**src/rtl/fetch_pkg.sv**
```systemverilog
// fetch_pkg: shared entry type and constants for the fetch stage.
package fetch_pkg;
    localparam int XLEN    = 32;
    localparam int EPOCH_W = 1;
    localparam int PC_STEP = 4;

    typedef struct packed {
        logic [XLEN-1:0] pc;
        logic [XLEN-1:0] instr;
    } fetch_entry_t;
endpackage

```
**src/rtl/fetch_queue.sv**
```systemverilog
// fetch_queue: DEPTH-entry FIFO of fetch entries with occupancy count.
// Clear wins over push and pop; DEPTH must be a power of two so pointers wrap naturally.
module fetch_queue
    import fetch_pkg::*;
#(
    parameter int  DEPTH = 4,
    parameter type T     = fetch_entry_t
) (
    input  logic                       clk,
    input  logic                       rst,
    input  logic                       i_clr,
    input  logic                       i_push,
    input  T                           i_din,
    input  logic                       i_pop,
    output T                           o_dout,
    output logic [$clog2(DEPTH+1)-1:0] o_count,
    output logic                       o_empty
);
    localparam int PTR_W = $clog2(DEPTH);
    localparam int CNT_W = $clog2(DEPTH+1);

    T                 r_mem [DEPTH];
    logic [PTR_W-1:0] r_rd;
    logic [PTR_W-1:0] r_wr;
    logic [CNT_W-1:0] r_count;

    always_ff @(posedge clk) begin
        if (i_push && !i_clr) r_mem[r_wr] <= i_din;
    end

    always_ff @(posedge clk or negedge rst) begin
        if (!rst) begin
            r_rd    <= '0;
            r_wr    <= '0;
            r_count <= '0;
        end else if (i_clr) begin
            r_rd    <= '0;
            r_wr    <= '0;
            r_count <= '0;
        end else begin
            if (i_push) r_wr <= r_wr + PTR_W'(1);
            if (i_pop) r_rd <= r_rd + PTR_W'(1);
            r_count <= r_count + CNT_W'(i_push) - CNT_W'(i_pop);
        end
    end

    assign o_dout  = r_mem[r_rd];
    assign o_count = r_count;
    assign o_empty = (r_count == '0);
endmodule

```
**src/rtl/fetch_prefetch_unit.sv**
```systemverilog
// fetch_prefetch_unit: owns the PC, issues sequential BRAM reads and buffers returns for decode.
// Redirects toggle a 1-bit epoch so in-flight returns from the old path are dropped on arrival.
module fetch_prefetch_unit
    import fetch_pkg::*;
#(
    parameter int               WIDTH        = 32,
    parameter int               DEPTH        = 4,
    parameter int               BRAM_LATENCY = 1,
    parameter logic [WIDTH-1:0] RESET_PC     = '0
) (
    input  logic                       clk,
    input  logic                       rst,
    output logic [WIDTH-1:0]           im_addr,
    output logic                       im_en,
    input  logic [WIDTH-1:0]           im_instr,
    input  logic                       redirect_valid,
    input  logic [WIDTH-1:0]           redirect_pc,
    input  logic                       stall,
    output logic                       instr_valid,
    output logic [WIDTH-1:0]           instrF,
    output logic [WIDTH-1:0]           pcF,
    output logic [WIDTH-1:0]           pc_plus4F,
    output logic [$clog2(DEPTH+1)-1:0] occupancy
);
    localparam int CNT_W = $clog2(DEPTH+1);
    localparam int L     = BRAM_LATENCY;

    typedef struct packed {
        logic [WIDTH-1:0] pc;
        logic [WIDTH-1:0] instr;
    } entry_t;

    logic [WIDTH-1:0]   r_fetch_pc;
    logic [EPOCH_W-1:0] r_epoch;
    logic [L-1:0]       r_pipe_v;
    logic [EPOCH_W-1:0] r_pipe_ep [L];
    logic [WIDTH-1:0]   r_pipe_pc [L];

    logic [L-1:0]     w_live;
    logic             w_ret;
    logic [CNT_W-1:0] w_inflight;
    logic [CNT_W:0]   w_used;
    logic [CNT_W-1:0] w_q_count;
    logic             w_q_empty;
    logic             w_q_push;
    logic             w_q_pop;
    logic             w_pop;
    entry_t           w_q_head;
    entry_t           w_ret_entry;
    entry_t           w_head;

    // Only current-epoch requests hold a credit; the last stage is the word returning now.
    always_comb begin
        w_inflight = '0;
        for (int i = 0; i < L; i++) begin
            w_live[i] = r_pipe_v[i] && (r_pipe_ep[i] == r_epoch);
            if (i < L - 1) w_inflight = w_inflight + CNT_W'(w_live[i]);
        end
    end

    assign w_ret     = w_live[L-1];
    assign occupancy = w_q_count + CNT_W'(w_ret);
    assign w_used    = {1'b0, occupancy} + {1'b0, w_inflight};
    assign im_en     = rst && !redirect_valid && (w_used < (CNT_W+1)'(DEPTH));
    assign im_addr   = r_fetch_pc;

    // An empty queue exposes the returning word directly so it needs no extra cycle.
    assign w_ret_entry = {r_pipe_pc[L-1], im_instr};
    assign w_head      = w_q_empty ? w_ret_entry : w_q_head;
    assign instr_valid = !w_q_empty || w_ret;
    assign w_pop       = instr_valid && !stall;
    assign w_q_pop     = w_pop && !w_q_empty;
    assign w_q_push    = w_ret && !(w_q_empty && w_pop);

    assign instrF    = instr_valid ? w_head.instr : '0;
    assign pcF       = instr_valid ? w_head.pc : '0;
    assign pc_plus4F = instr_valid ? w_head.pc + WIDTH'(PC_STEP) : '0;

    always_ff @(posedge clk or negedge rst) begin
        if (!rst) begin
            r_fetch_pc <= RESET_PC;
            r_epoch    <= '0;
            r_pipe_v   <= '0;
            for (int i = 0; i < L; i++) begin
                r_pipe_ep[i] <= '0;
                r_pipe_pc[i] <= '0;
            end
        end else begin
            if (redirect_valid) begin
                r_fetch_pc <= redirect_pc & ~WIDTH'(PC_STEP - 1);
                r_epoch    <= ~r_epoch;
            end else if (im_en) begin
                r_fetch_pc <= r_fetch_pc + WIDTH'(PC_STEP);
            end
            r_pipe_v[0]  <= im_en;
            r_pipe_ep[0] <= r_epoch;
            r_pipe_pc[0] <= r_fetch_pc;
            for (int i = 1; i < L; i++) begin
                r_pipe_v[i]  <= r_pipe_v[i-1];
                r_pipe_ep[i] <= r_pipe_ep[i-1];
                r_pipe_pc[i] <= r_pipe_pc[i-1];
            end
        end
    end

    fetch_queue #(
        .DEPTH (DEPTH),
        .T     (entry_t)
    ) u_queue (
        .clk     (clk),
        .rst     (rst),
        .i_clr   (redirect_valid),
        .i_push  (w_q_push),
        .i_din   (w_ret_entry),
        .i_pop   (w_q_pop),
        .o_dout  (w_q_head),
        .o_count (w_q_count),
        .o_empty (w_q_empty)
    );
endmodule

```
**config.mk**
```make
export PLATFORM = sky130hd
export DESIGN_NAME = fetch_prefetch_unit
export DESIGN_NICKNAME = d
export VERILOG_FILES = /design/src/rtl/fetch_pkg.sv /design/src/rtl/fetch_queue.sv /design/src/rtl/fetch_prefetch_unit.sv
export SDC_FILE = /design/constraint.sdc
export NUM_CORES = 1
export LEC_CHECK = 0
export CAP_MARGIN = 20
export CELL_PAD_IN_SITES_DETAIL_PLACEMENT = 0
export CELL_PAD_IN_SITES_GLOBAL_PLACEMENT = 2
export CORE_ASPECT_RATIO = 0.6
export CORE_MARGIN = 2
export CORE_UTILIZATION = 42
export DETAILED_ROUTE_END_ITERATION = 8
export GPL_ROUTABILITY_DRIVEN = 0
export HOLD_SLACK_MARGIN = 0.15
export PLACE_DENSITY = 0.85
export SLEW_MARGIN = 10
export SYNTH_ARGS = -nofsm -noshare
export SYNTH_HDL_FRONTEND = slang
export SYNTH_SLANG_ARGS = --single-unit
```
**constraint.sdc**
```tcl
create_clock -name clk -period 13.4 [get_ports clk]
set_input_delay 3.35 -clock clk [delete_from_list [all_inputs] [get_ports clk]]
set_output_delay 3.35 -clock clk [all_outputs]
set_load 0.02 [all_outputs]
```
==> impl_metrics.env, run 1 <==
export IMPL_num_antenna_cells=0
export IMPL_ant_nets=0
export IMPL_timing_rr_start="r_epoch"
export IMPL_core_rowCount=51
export IMPL_layout_cells_non_filler=1551
export IMPL_synthDistinctLibCells=56
export IMPL_worst_slew_pin_slew_ns=1.07
export IMPL_cp_arrival_ns=4.99
export IMPL_critPathMaxFanout=5
export IMPL_synth_warnings=0
export IMPL_clock_skew_final_ns=0.0296
export IMPL_worstSkewPairLatency_ns=0.58
export IMPL_crit_family="buffers and inverters"
export IMPL_min_delay_path_class="flip-flop to flip-flop"
export IMPL_postSynthRegisterBits=318
export IMPL_drt_iter0_drc=580
export IMPL_design_die_area_um2=34500
export IMPL_asyncSetResetFlopFracSynth_pct=22.0
export IMPL_critPathBufInv=2
export IMPL_maxCapViolCount=0
export IMPL_critical_path_endpoint_type="primary output"
export IMPL_groute_usage_overall_pct=19.5
export IMPL_synth_yosys_seq_area_share_pct=66.4
export IMPL_fin_setup_tns_ns=0
export IMPL_r2r_worst_path_cells=12
export IMPL_cp_data_required_time_ns=10.05
export IMPL_worstPathCellList="clkdlybuf4s50_1 > nand2_1 > o21ai_0 > clkdlybuf4s50_1"
export IMPL_remaining_global_route_overflow=0
export IMPL_cell_taking_the_most_area_after_synthesis="edfxtp_1"
export IMPL_run_status="finished, final reports clean"
export IMPL_grt_pass1_wl_um=50500
export IMPL_avgSynthCellArea_um2=15.1
export IMPL_cts_repair_resized=0
export IMPL_fin_hold_ws_ns=0.446
export IMPL_largest_net_degree_at_the_start_of_global_routing=70
export IMPL_critical_path_class="input port to primary output"
export IMPL_finalMaxSlewViolations=0
export IMPL_drt_first_pass_iters=7
export IMPL_cts_buffers_inserted=31
export IMPL_total_leakage_power_nw=5.94
export IMPL_finalNetCount=1181
export IMPL_power_per_cell_area_nw_per_um2=213
export IMPL_drive_above_1_share_pct=12.0
export IMPL_ios=201
export IMPL_io_buffers=192
export IMPL_area_growth_pct=23.8
export IMPL_netlist_top_cells_area="edfxtp_1 54%, dfrtp_1 13%, mux4_2 7.3%"
export IMPL_first_global_vias=8419
export IMPL_worst_setup_hold_path_clk_slew_ns=0.06
export IMPL_unrepaired_setup_endpoints_after_global_routing="no"
export IMPL_total_vias_in_the_final_route=8299
export IMPL_combined_area_of_all_synthesized_cells_um2=13800
export IMPL_ff2ff_setup_slack_ns=9.68
export IMPL_timing_hold_worst_path_depth=0
export IMPL_drc=0
export IMPL_highest_attainable_clock_frequency_ghz=0.120
export IMPL_cts_max_path_buffers=3
export IMPL_ys_dominant_reg_cell="edfxtp_1"
export IMPL_postSynthCellCount=915
export IMPL_hold_start="r_epoch"
export IMPL_mean_number_of_vias_per_cell=5.35
export IMPL_rr_endpoint="im_addr[30]"
export IMPL_die_width_um=238
export IMPL_detailed_place_hpwl_um=21200
export IMPL_synth_enable_flop_cells=248
export IMPL_final_period_minus_worst_setup_slack_ns=8.34
export IMPL_dpl_cell_count=1493
export IMPL_cts_num_sinks=318
export IMPL_root_buffer="clkbuf_16"
export IMPL_htree_levels=1
export IMPL_cts_tree="yes"
export IMPL_critical_path_max_stage_delay_ns=0.69
export IMPL_fin_crit_sh_pct=62.2
export IMPL_start_util_pct=42.7
export IMPL_yosys_area_top_type_share_pct=53.8
export IMPL_timing_critical_path_slowest_stage_cell="clkdlybuf4s50_1"
export IMPL_routedWlPerCell_um=21.5
export IMPL_finalWirelength_um=33400
export IMPL_cts_hold_bufs=0
export IMPL_ir_worst_vdd_mv=0.160
export IMPL_final_hold_violation_count=0
export IMPL_endpoints_failing_setup=0
export IMPL_initial_antenna_violation_count=0
export IMPL_hold_end="r_pipe_ep"
export IMPL_die_height_um=145
export IMPL_coreArea_um2=32400
export IMPL_startpoint_type="input port"
export IMPL_cts_setup_buffers=0
export IMPL_final_standard_cell_utilization_of_the_core_pct=52.9
export IMPL_maxSlewHeadroom_pct=28.6
export IMPL_cpMostUsedCell="clkdlybuf4s50_1"
## metal layers
layer | wire length [um] | up-vias | GRT usage, %
met2 | 15600 | 175 | 30.7
met3 | 1250 | 38 | 3.02
met4 | 439 | 0 | 3.32
met5 | 0 | - | 0
li1 | - | 3827 | -
met1 | 16100 | 4259 | 29.1
## how the worst max path moves through the flow
stage	from	to	depth (start not counted)
final	im_instr[0]	instrF[0]	4
after floorplan	redirect_valid	im_en	3
after global placement	im_instr[0]	instrF[0]	4
after CTS	u_queue.r_rd[0]	pc_plus4F[24]	8
after detailed placement	im_instr[0]	instrF[0]	4
after global routing	u_queue.r_rd[0]	pc_plus4F[24]	8
## flip-flops by register name (all words and copies together) (netlist names)
register and flops:
r_pipe_ep 1, u_queue.r_rd 2, u_queue.r_wr 2, r_pipe_pc 30, r_epoch 1, u_queue.o_count 3
u_queue.r_mem 248, im_addr 30, r_pipe_v 1
## cells by family (layout without fill, tap and decap cells)
logic type | after synthesis | in the layout | synth area share, %
buffers and inverters | 62 | 269 | 2.53
AO/OA/AOI/OAI | 89 | 89 | 3.71
multiplexers | 96 | 96 | 13.1
AND/OR/NAND/NOR | 289 | 289 | 10.0
adder cells (fa/ha/maj) | 11 | 11 | 1.05
other | 1 | 6 | 0.0271
flip-flops | 318 | 318 | 66.4
XOR/XNOR | 49 | 49 | 3.10
## per-stage QoR
stage / power [mW] / setup slack [ns] / cell area (um^2)
after floorplan: 2.14 / 6.02 / 13900
after global placement: 2.81 / 5.02 / 16100
after detailed placement: 2.82 / 4.98 / 16100
after CTS: 3.70 / 4.96 / 17100
after global routing: 3.84 / 4.73 / 17100
final: 3.65 / 5.06 / 17100
## power by group
group / leakage (nW) / total (mW) / switching, mW / internal (mW)
Combinational: 2.34 / 1.59 / 0.911 / 0.677
Clock: 0.506 / 0.877 / 0.374 / 0.503
Sequential: 3.10 / 1.19 / 0.0684 / 1.12
## layout by cell type (no fill, tap or decap), types with 11 or more instances in the layout
cell               n
mux4_1            17
and3_1            16
buf_4             11
dfrtp_1           68
nor2_1            49
and2_1            11
xnor2_1           22
mux2i_1           27
xor2_1            27
clkdlybuf4s50_1  190
o21ai_0           68
nand4_1           20
nand3_1           21
mux4_2            45
nor3_1            12
clkbuf_16         33
nand2_1          130
edfxtp_1         248
## synthesized netlist by cell type (3+ instances only)
cell type,instances
and2_1,15
and3_1,16
buf_1,4
buf_2,11
buf_4,6
buf_6,3
clkbuf_1,24
dfrtp_1,70
edfxtp_1,248
ha_1,10
inv_1,9
mux2_2,5
mux2i_1,27
mux4_1,17
mux4_2,45
nand2_1,130
nand3_1,21
nand4_1,20
nor2_1,49
nor3_1,13
nor3b_1,3
nor4_1,8
o21ai_0,68
o31a_1,5
xnor2_1,22
xor2_1,27
## cell type report
type	instances	area (um^2)
tap	424	531
timing repair buffer	202	1990
inverter	9	33.8
clock buffer	45	931
multi-input combinational	540	4340
sequential	318	9200
clock inverter	13	109
fill	2724	15300
(Power assumes the default switching activity.)
==> run 2: changes to the inputs <==
--- a/config.mk
+++ b/config.mk
@@ -10,11 +10,11 @@
 export CELL_PAD_IN_SITES_GLOBAL_PLACEMENT = 2
 export CORE_ASPECT_RATIO = 0.6
 export CORE_MARGIN = 2
-export CORE_UTILIZATION = 42
+export CORE_UTILIZATION = 39
 export DETAILED_ROUTE_END_ITERATION = 8
 export GPL_ROUTABILITY_DRIVEN = 0
 export HOLD_SLACK_MARGIN = 0.15
-export PLACE_DENSITY = 0.85
+export PLACE_DENSITY = 0.79
 export SLEW_MARGIN = 10
 export SYNTH_ARGS = -nofsm -noshare
 export SYNTH_HDL_FRONTEND = slang
==> constraint.sdc (replaced) <==
create_clock -name clk -period 8.3 [get_ports clk]
set_input_delay 2.075 -clock clk [delete_from_list [all_inputs] [get_ports clk]]
set_output_delay 2.075 -clock clk [all_outputs]
set_load 0.02 [all_outputs]
==> impl_metrics.env, run 2 (synthesis results as in run 1) <==
export IMPL_largest_net_degree_at_the_start_of_global_routing=71
export IMPL_mostFrequentLayoutCell="edfxtp_1"
export IMPL_final_hold_violation_count=0
export IMPL_endpoints_failing_setup=0
export IMPL_core_rowCount=53
export IMPL_cts_buffers_inserted=29
export IMPL_num_antenna_cells=0
export IMPL_min_delay_path_class="flip-flop to flip-flop"
export IMPL_worst_setup_hold_path_clk_slew_ns=0.06
export IMPL_timing_hold_worst_path_depth=0
export IMPL_initial_antenna_violation_count=0
export IMPL_ir_worst_vdd_mv=0.220
export IMPL_drt_iter0_drc=585
export IMPL_die_height_um=150
export IMPL_place_worst_setup_slack_ns=2.09
export IMPL_worst_setup_path_startpoint="u_queue.o_count[1]"
export IMPL_startpoint_type="flip-flop"
export IMPL_drt_first_pass_iters=5
export IMPL_io_buffers=192
export IMPL_largest_register_ffs=248
export IMPL_start_util_pct=39.6
export IMPL_cp_endpoint="pc_plus4F[29]"
export IMPL_fin_setup_tns_ns=0
export IMPL_p_int_mw=3.68
export IMPL_timing_rr_start="r_epoch"
export IMPL_ff2ff_setup_slack_ns=4.66
export IMPL_critical_path_max_stage_delay_ns=0.69
export IMPL_power_sequential_fraction_pct=33.0
export IMPL_postLayoutSetupSlackWorst_ns=1.48
export IMPL_pwr_share_clk_pct=23.4
export IMPL_fin_crit_sh_pct=82.1
export IMPL_die_width_um=247
export IMPL_root_buffer="clkbuf_16"
export IMPL_total_leakage_power_nw=5.91
export IMPL_grt_pass1_wl_um=51800
export IMPL_ios=201
export IMPL_report_power_total_mw=5.83
export IMPL_cts_max_path_buffers=3
export IMPL_rr_endpoint="im_addr[26]"
export IMPL_critPathBufInv=2
export IMPL_design_die_area_um2=37100
export IMPL_final_period_minus_worst_setup_slack_ns=6.82
export IMPL_run_status="finished, final reports clean"
export IMPL_htree_levels=1
export IMPL_maxCapViolCount=0
export IMPL_maxSlewHeadroom_pct=28.1
export IMPL_regMostFlops="u_queue.r_mem"
export IMPL_detailed_place_area_um2=16200
export IMPL_worst_slew_pin_slew_ns=1.08
export IMPL_worstPathCellList="or3_4 > buf_4 > mux2i_1 > a211oi_4 > nand4_4 > nor3_1 > mux2_2 > clkdlybuf4s50_1"
export IMPL_r2r_worst_path_cells=12
export IMPL_clock_skew_final_ns=0.00783
export IMPL_highest_attainable_clock_frequency_ghz=0.147
export IMPL_worstSkewPairLatency_ns=0.55
export IMPL_final_standard_cell_utilization_of_the_core_pct=48.9
export IMPL_cts_tree="yes"
export IMPL_first_global_vias=8519
export IMPL_critPathMaxFanout=48
export IMPL_share_comb_of_total_power_pct=43.6
export IMPL_unrepaired_setup_endpoints_after_global_routing="no"
export IMPL_drc=0
export IMPL_cts_repair_resized=0
export IMPL_drive_above_1_share_pct=11.8
export IMPL_worst_path_stages=8
export IMPL_cts_hold_bufs=0
export IMPL_critical_path_endpoint_type="primary output"
export IMPL_ant_nets=0
export IMPL_p_switching_mw=2.15
export IMPL_mean_number_of_vias_per_cell=5.20
export IMPL_area_growth_pct=23.7
export IMPL_crit_family="simple AND/OR/NAND/NOR gates"
export IMPL_finalMaxSlewViolations=0
export IMPL_cp_arrival_ns=4.74
export IMPL_cts_num_sinks=318
export IMPL_cts_setup_buffers=0
export IMPL_netSwitchingFraction_pct=36.9
export IMPL_cp_data_required_time_ns=6.23
export IMPL_total_vias_in_the_final_route=8267
export IMPL_detailed_place_hpwl_um=21300
export IMPL_critical_path_class="flip-flop to primary output"
export IMPL_remaining_global_route_overflow=0
export IMPL_layout_common_cells="248 x edfxtp_1, 190 x clkdlybuf4s50_1, 130 x nand2_1, 68 x o21ai_0, 68 x dfrtp_1"
export IMPL_power_per_cell_area_nw_per_um2=340
export IMPL_fin_area_um2=17100
export IMPL_finalNetCount=1180
export IMPL_groute_usage_overall_pct=18.4
export IMPL_routedWlPerCell_um=21.1
export IMPL_coreArea_um2=35000
export IMPL_finalWirelength_um=33600
export IMPL_timing_critical_path_slowest_stage_cell="or3_4"
run 2: cell count changes in the layout (fill, tap and decap cells not counted):
cell and change:
inv_4 -1, clkbuf_8 -1, inv_6 -1, clkinv_2 +3
buf_4 +1, bufinv_16 +2, clkinv_1 +1, clkbuf_1 -3
clkinv_4 -1, clkbuf_16 -4
run 2: cell type report:
cell class,instances,area [um^2]
fillers,3076,17900
flip-flops and latches,318,9200
multi-input cells,540,4340
repair buffers,203,2000
clock buffers,37,806
well taps,467,584
clock inverters,16,164
inverters,9,33.8
run 2: worst min-delay path by stage:
stage | slack (ns) | start | end
2_1_floorplan | 0.41 | r_epoch | r_pipe_ep
3_3_place_gp | 0.42 | r_epoch | r_pipe_ep
3_5_place_dp | 0.43 | r_epoch | r_pipe_ep
4_1_cts | 0.45 | r_epoch | r_pipe_ep
5_1_grt | 0.46 | r_epoch | r_pipe_ep
6_report | 0.44 | r_epoch | r_pipe_ep
run 2: metal layers:
| metal | vias to the layer above | wire (um) | GRT usage (%) |
|---|---|---|---|
| met5 | - | 0 | 0 |
| met4 | 0 | 526 | 3.35 |
| met3 | 32 | 1460 | 3.05 |
| met2 | 181 | 15800 | 29.1 |
| met1 | 4235 | 15800 | 27.1 |
| li1 | 3819 | - | - |
run 2: power by group through the flow:
stage	logic [mW]	registers [mW]	clock network [mW]
final	2.54	1.92	1.36
after detailed placement	2.57	1.96	0
after floorplan	1.54	1.91	0
after CTS	2.59	1.93	1.40
after global placement	2.57	1.96	0
after global routing	2.74	1.94	1.46
run 2: per-stage QoR:
stage,hold slack [ns],instances
after global placement,0.423,1537
after detailed placement,0.433,1537
final,0.444,1590
after global routing,0.465,1590
after floorplan,0.410,920
after CTS,0.449,1590
==> run 3: changes to the inputs <==
==> constraint.sdc (replaced) <==
create_clock -name clk -period 6.6 [get_ports clk]
set_input_delay 1.65 -clock clk [delete_from_list [all_inputs] [get_ports clk]]
set_output_delay 1.65 -clock clk [all_outputs]
set_load 0.02 [all_outputs]
==> impl_metrics.env, run 3 (synthesis results as in run 1) <==
export IMPL_root_buffer="clkbuf_16"
export IMPL_cts_max_path_buffers=3
export IMPL_htree_levels=1
export IMPL_grt_pass1_wl_um=52100
export IMPL_fin_crit_sh_pct=93.1
export IMPL_mostFrequentLayoutCell="edfxtp_1"
export IMPL_first_global_vias=8483
export IMPL_mean_number_of_vias_per_cell=5.24
export IMPL_remaining_global_route_overflow=0
export IMPL_largest_net_degree_at_the_start_of_global_routing=70
export IMPL_coreArea_um2=35000
export IMPL_count_of_filler_cells_inserted_in_the_layout=3046
export IMPL_critPathMaxFanout=28
export IMPL_finalWirelength_um=34100
export IMPL_drt_first_pass_iters=5
export IMPL_maxSlewHeadroom_pct=29.0
export IMPL_final_period_minus_worst_setup_slack_ns=6.15
export IMPL_largest_register_ffs=248
export IMPL_cts_hold_bufs=0
export IMPL_timing_critical_path_slowest_stage_cell="dfrtp_4"
export IMPL_clock_skew_final_ns=0.0193
export IMPL_layout_common_cells="248 x edfxtp_1, 190 x clkdlybuf4s50_1, 130 x nand2_1, 68 x o21ai_0, 68 x dfrtp_1"
export IMPL_detailed_place_hpwl_um=22000
export IMPL_fin_hold_ws_ns=0.440
export IMPL_worst_slew_pin_slew_ns=1.06
export IMPL_hold_start="r_epoch"
export IMPL_cp_data_required_time_ns=4.95
export IMPL_drc=0
export IMPL_total_leakage_power_nw=5.96
export IMPL_final_standard_cell_utilization_of_the_core_pct=49.2
export IMPL_start_util_pct=39.6
export IMPL_area_growth_pct=24.4
export IMPL_dpl_cell_count=1541
export IMPL_final_hold_violation_count=0
export IMPL_power_per_cell_area_nw_per_um2=432
export IMPL_startpoint_type="flip-flop"
export IMPL_ios=201
export IMPL_cts_buffers_inserted=31
export IMPL_drt_iter0_drc=629
export IMPL_endpoints_failing_setup=0
export IMPL_num_antenna_cells=0
export IMPL_rr_endpoint="im_addr[28]"
export IMPL_regMostFlops="u_queue.r_mem"
export IMPL_cts_setup_buffers=0
export IMPL_worstPathCellList="mux4_1 > nand2_1 > nand2_1 > ha_1 > nand3_1 > o21ai_2 > nand3_2 > nor4_1 > mux2_2 > clkdlybuf4s50_1"
export IMPL_cp_arrival_ns=4.50
export IMPL_core_rowCount=53
export IMPL_timing_rr_start="r_epoch"
export IMPL_worst_setup_hold_path_clk_slew_ns=0.06
export IMPL_critical_path_class="flip-flop to primary output"
export IMPL_fin_area_um2=17200
export IMPL_place_worst_setup_slack_ns=1.03
export IMPL_unrepaired_setup_endpoints_after_global_routing="no"
export IMPL_worstSkewPairLatency_ns=0.57
export IMPL_ir_worst_vdd_mv=0.248
export IMPL_total_vias_in_the_final_route=8372
export IMPL_layout_cells_non_filler=1598
export IMPL_ff2ff_setup_slack_ns=2.85
export IMPL_cpMostUsedCell="nand2_1"
export IMPL_detailed_place_area_um2=16200
export IMPL_ant_nets=0
export IMPL_die_height_um=150
export IMPL_r2r_worst_path_cells=12
export IMPL_cts_tree="yes"
export IMPL_maxCapViolCount=0
export IMPL_design_die_area_um2=37100
export IMPL_groute_usage_overall_pct=18.6
export IMPL_routedWlPerCell_um=21.3
export IMPL_min_delay_path_class="flip-flop to flip-flop"
export IMPL_cts_num_sinks=318
export IMPL_timing_hold_worst_path_depth=0
export IMPL_critical_path_endpoint_type="primary output"
export IMPL_highest_attainable_clock_frequency_ghz=0.163
export IMPL_cts_repair_resized=0
export IMPL_io_buffers=192
export IMPL_die_width_um=247
export IMPL_report_power_total_mw=7.45
export IMPL_run_status="finished, final reports clean"
export IMPL_initial_antenna_violation_count=0
export IMPL_postLayoutSetupSlackWorst_ns=0.452
export IMPL_hold_end="r_pipe_ep"
export IMPL_finalMaxSlewViolations=0
export IMPL_fin_setup_tns_ns=0
export IMPL_finalNetCount=1186
export IMPL_critical_path_max_stage_delay_ns=0.79
export IMPL_drive_above_1_share_pct=12.2
-- run 3: cell count changes in the layout (fill, tap and decap cells not counted), moves of 2 or more --
cell,previous run,this run
buf_4,12,16
clkbuf_1,3,5
clkbuf_8,5,3
clkbuf_16,29,31
-- run 3: final cells by class --
class	count	area (um^2)	share of cell area (%)
well taps	467	584	3.39
flip-flops and latches	318	9200	53.4
clock buffers	39	836	4.85
clock inverters	18	201	1.17
repair buffers	207	2030	11.8
inverters	9	33.8	0.196
multi-input cells	540	4340	25.2
-- run 3: worst max-delay path: cells and delay by family (launching register included) --
kind | cells | cell delay [ns]
buffers and inverters | 1 | 0.54
muxes | 2 | 0.79
and+or+nand+nor | 5 | 1.21
AOI/OAI and AO/OA | 1 | 0.38
adders and majority gates | 1 | 0.22
DFF | 1 | 0.79
-- run 3: layer usage --
metal	vias up	track usage [%]	share of wire, %
met5	-	0	0
met4	0	3.59	1.7
met3	40	2.92	4.5
met2	186	29.0	46
met1	4304	27.7	47
li1	3842	-	-
-- run 3: how the worst max path moves through the flow --
stage / from / endpoint / slack, ns / cells past startpoint
after floorplan: u_queue.o_count[1] / pc_plus4F[28] / 1.51 / 16
after global placement: u_queue.r_rd[0] / pc_plus4F[24] / 1.09 / 10
after detailed placement: u_queue.r_rd[0] / pc_plus4F[24] / 1.03 / 10
after CTS: u_queue.r_rd[0] / pc_plus4F[24] / 0.41 / 10
after global routing: u_queue.r_rd[0] / pc_plus4F[24] / 0.20 / 10
final: u_queue.r_rd[0] / pc_plus4F[24] / 0.45 / 10
-- run 3: report_power, final --
group / leakage [nW] / internal (mW) / switching, mW
sequential: 3.10 / 2.27 / 0.136
clock: 0.504 / 1.05 / 0.759
combinational: 2.36 / 1.38 / 1.84
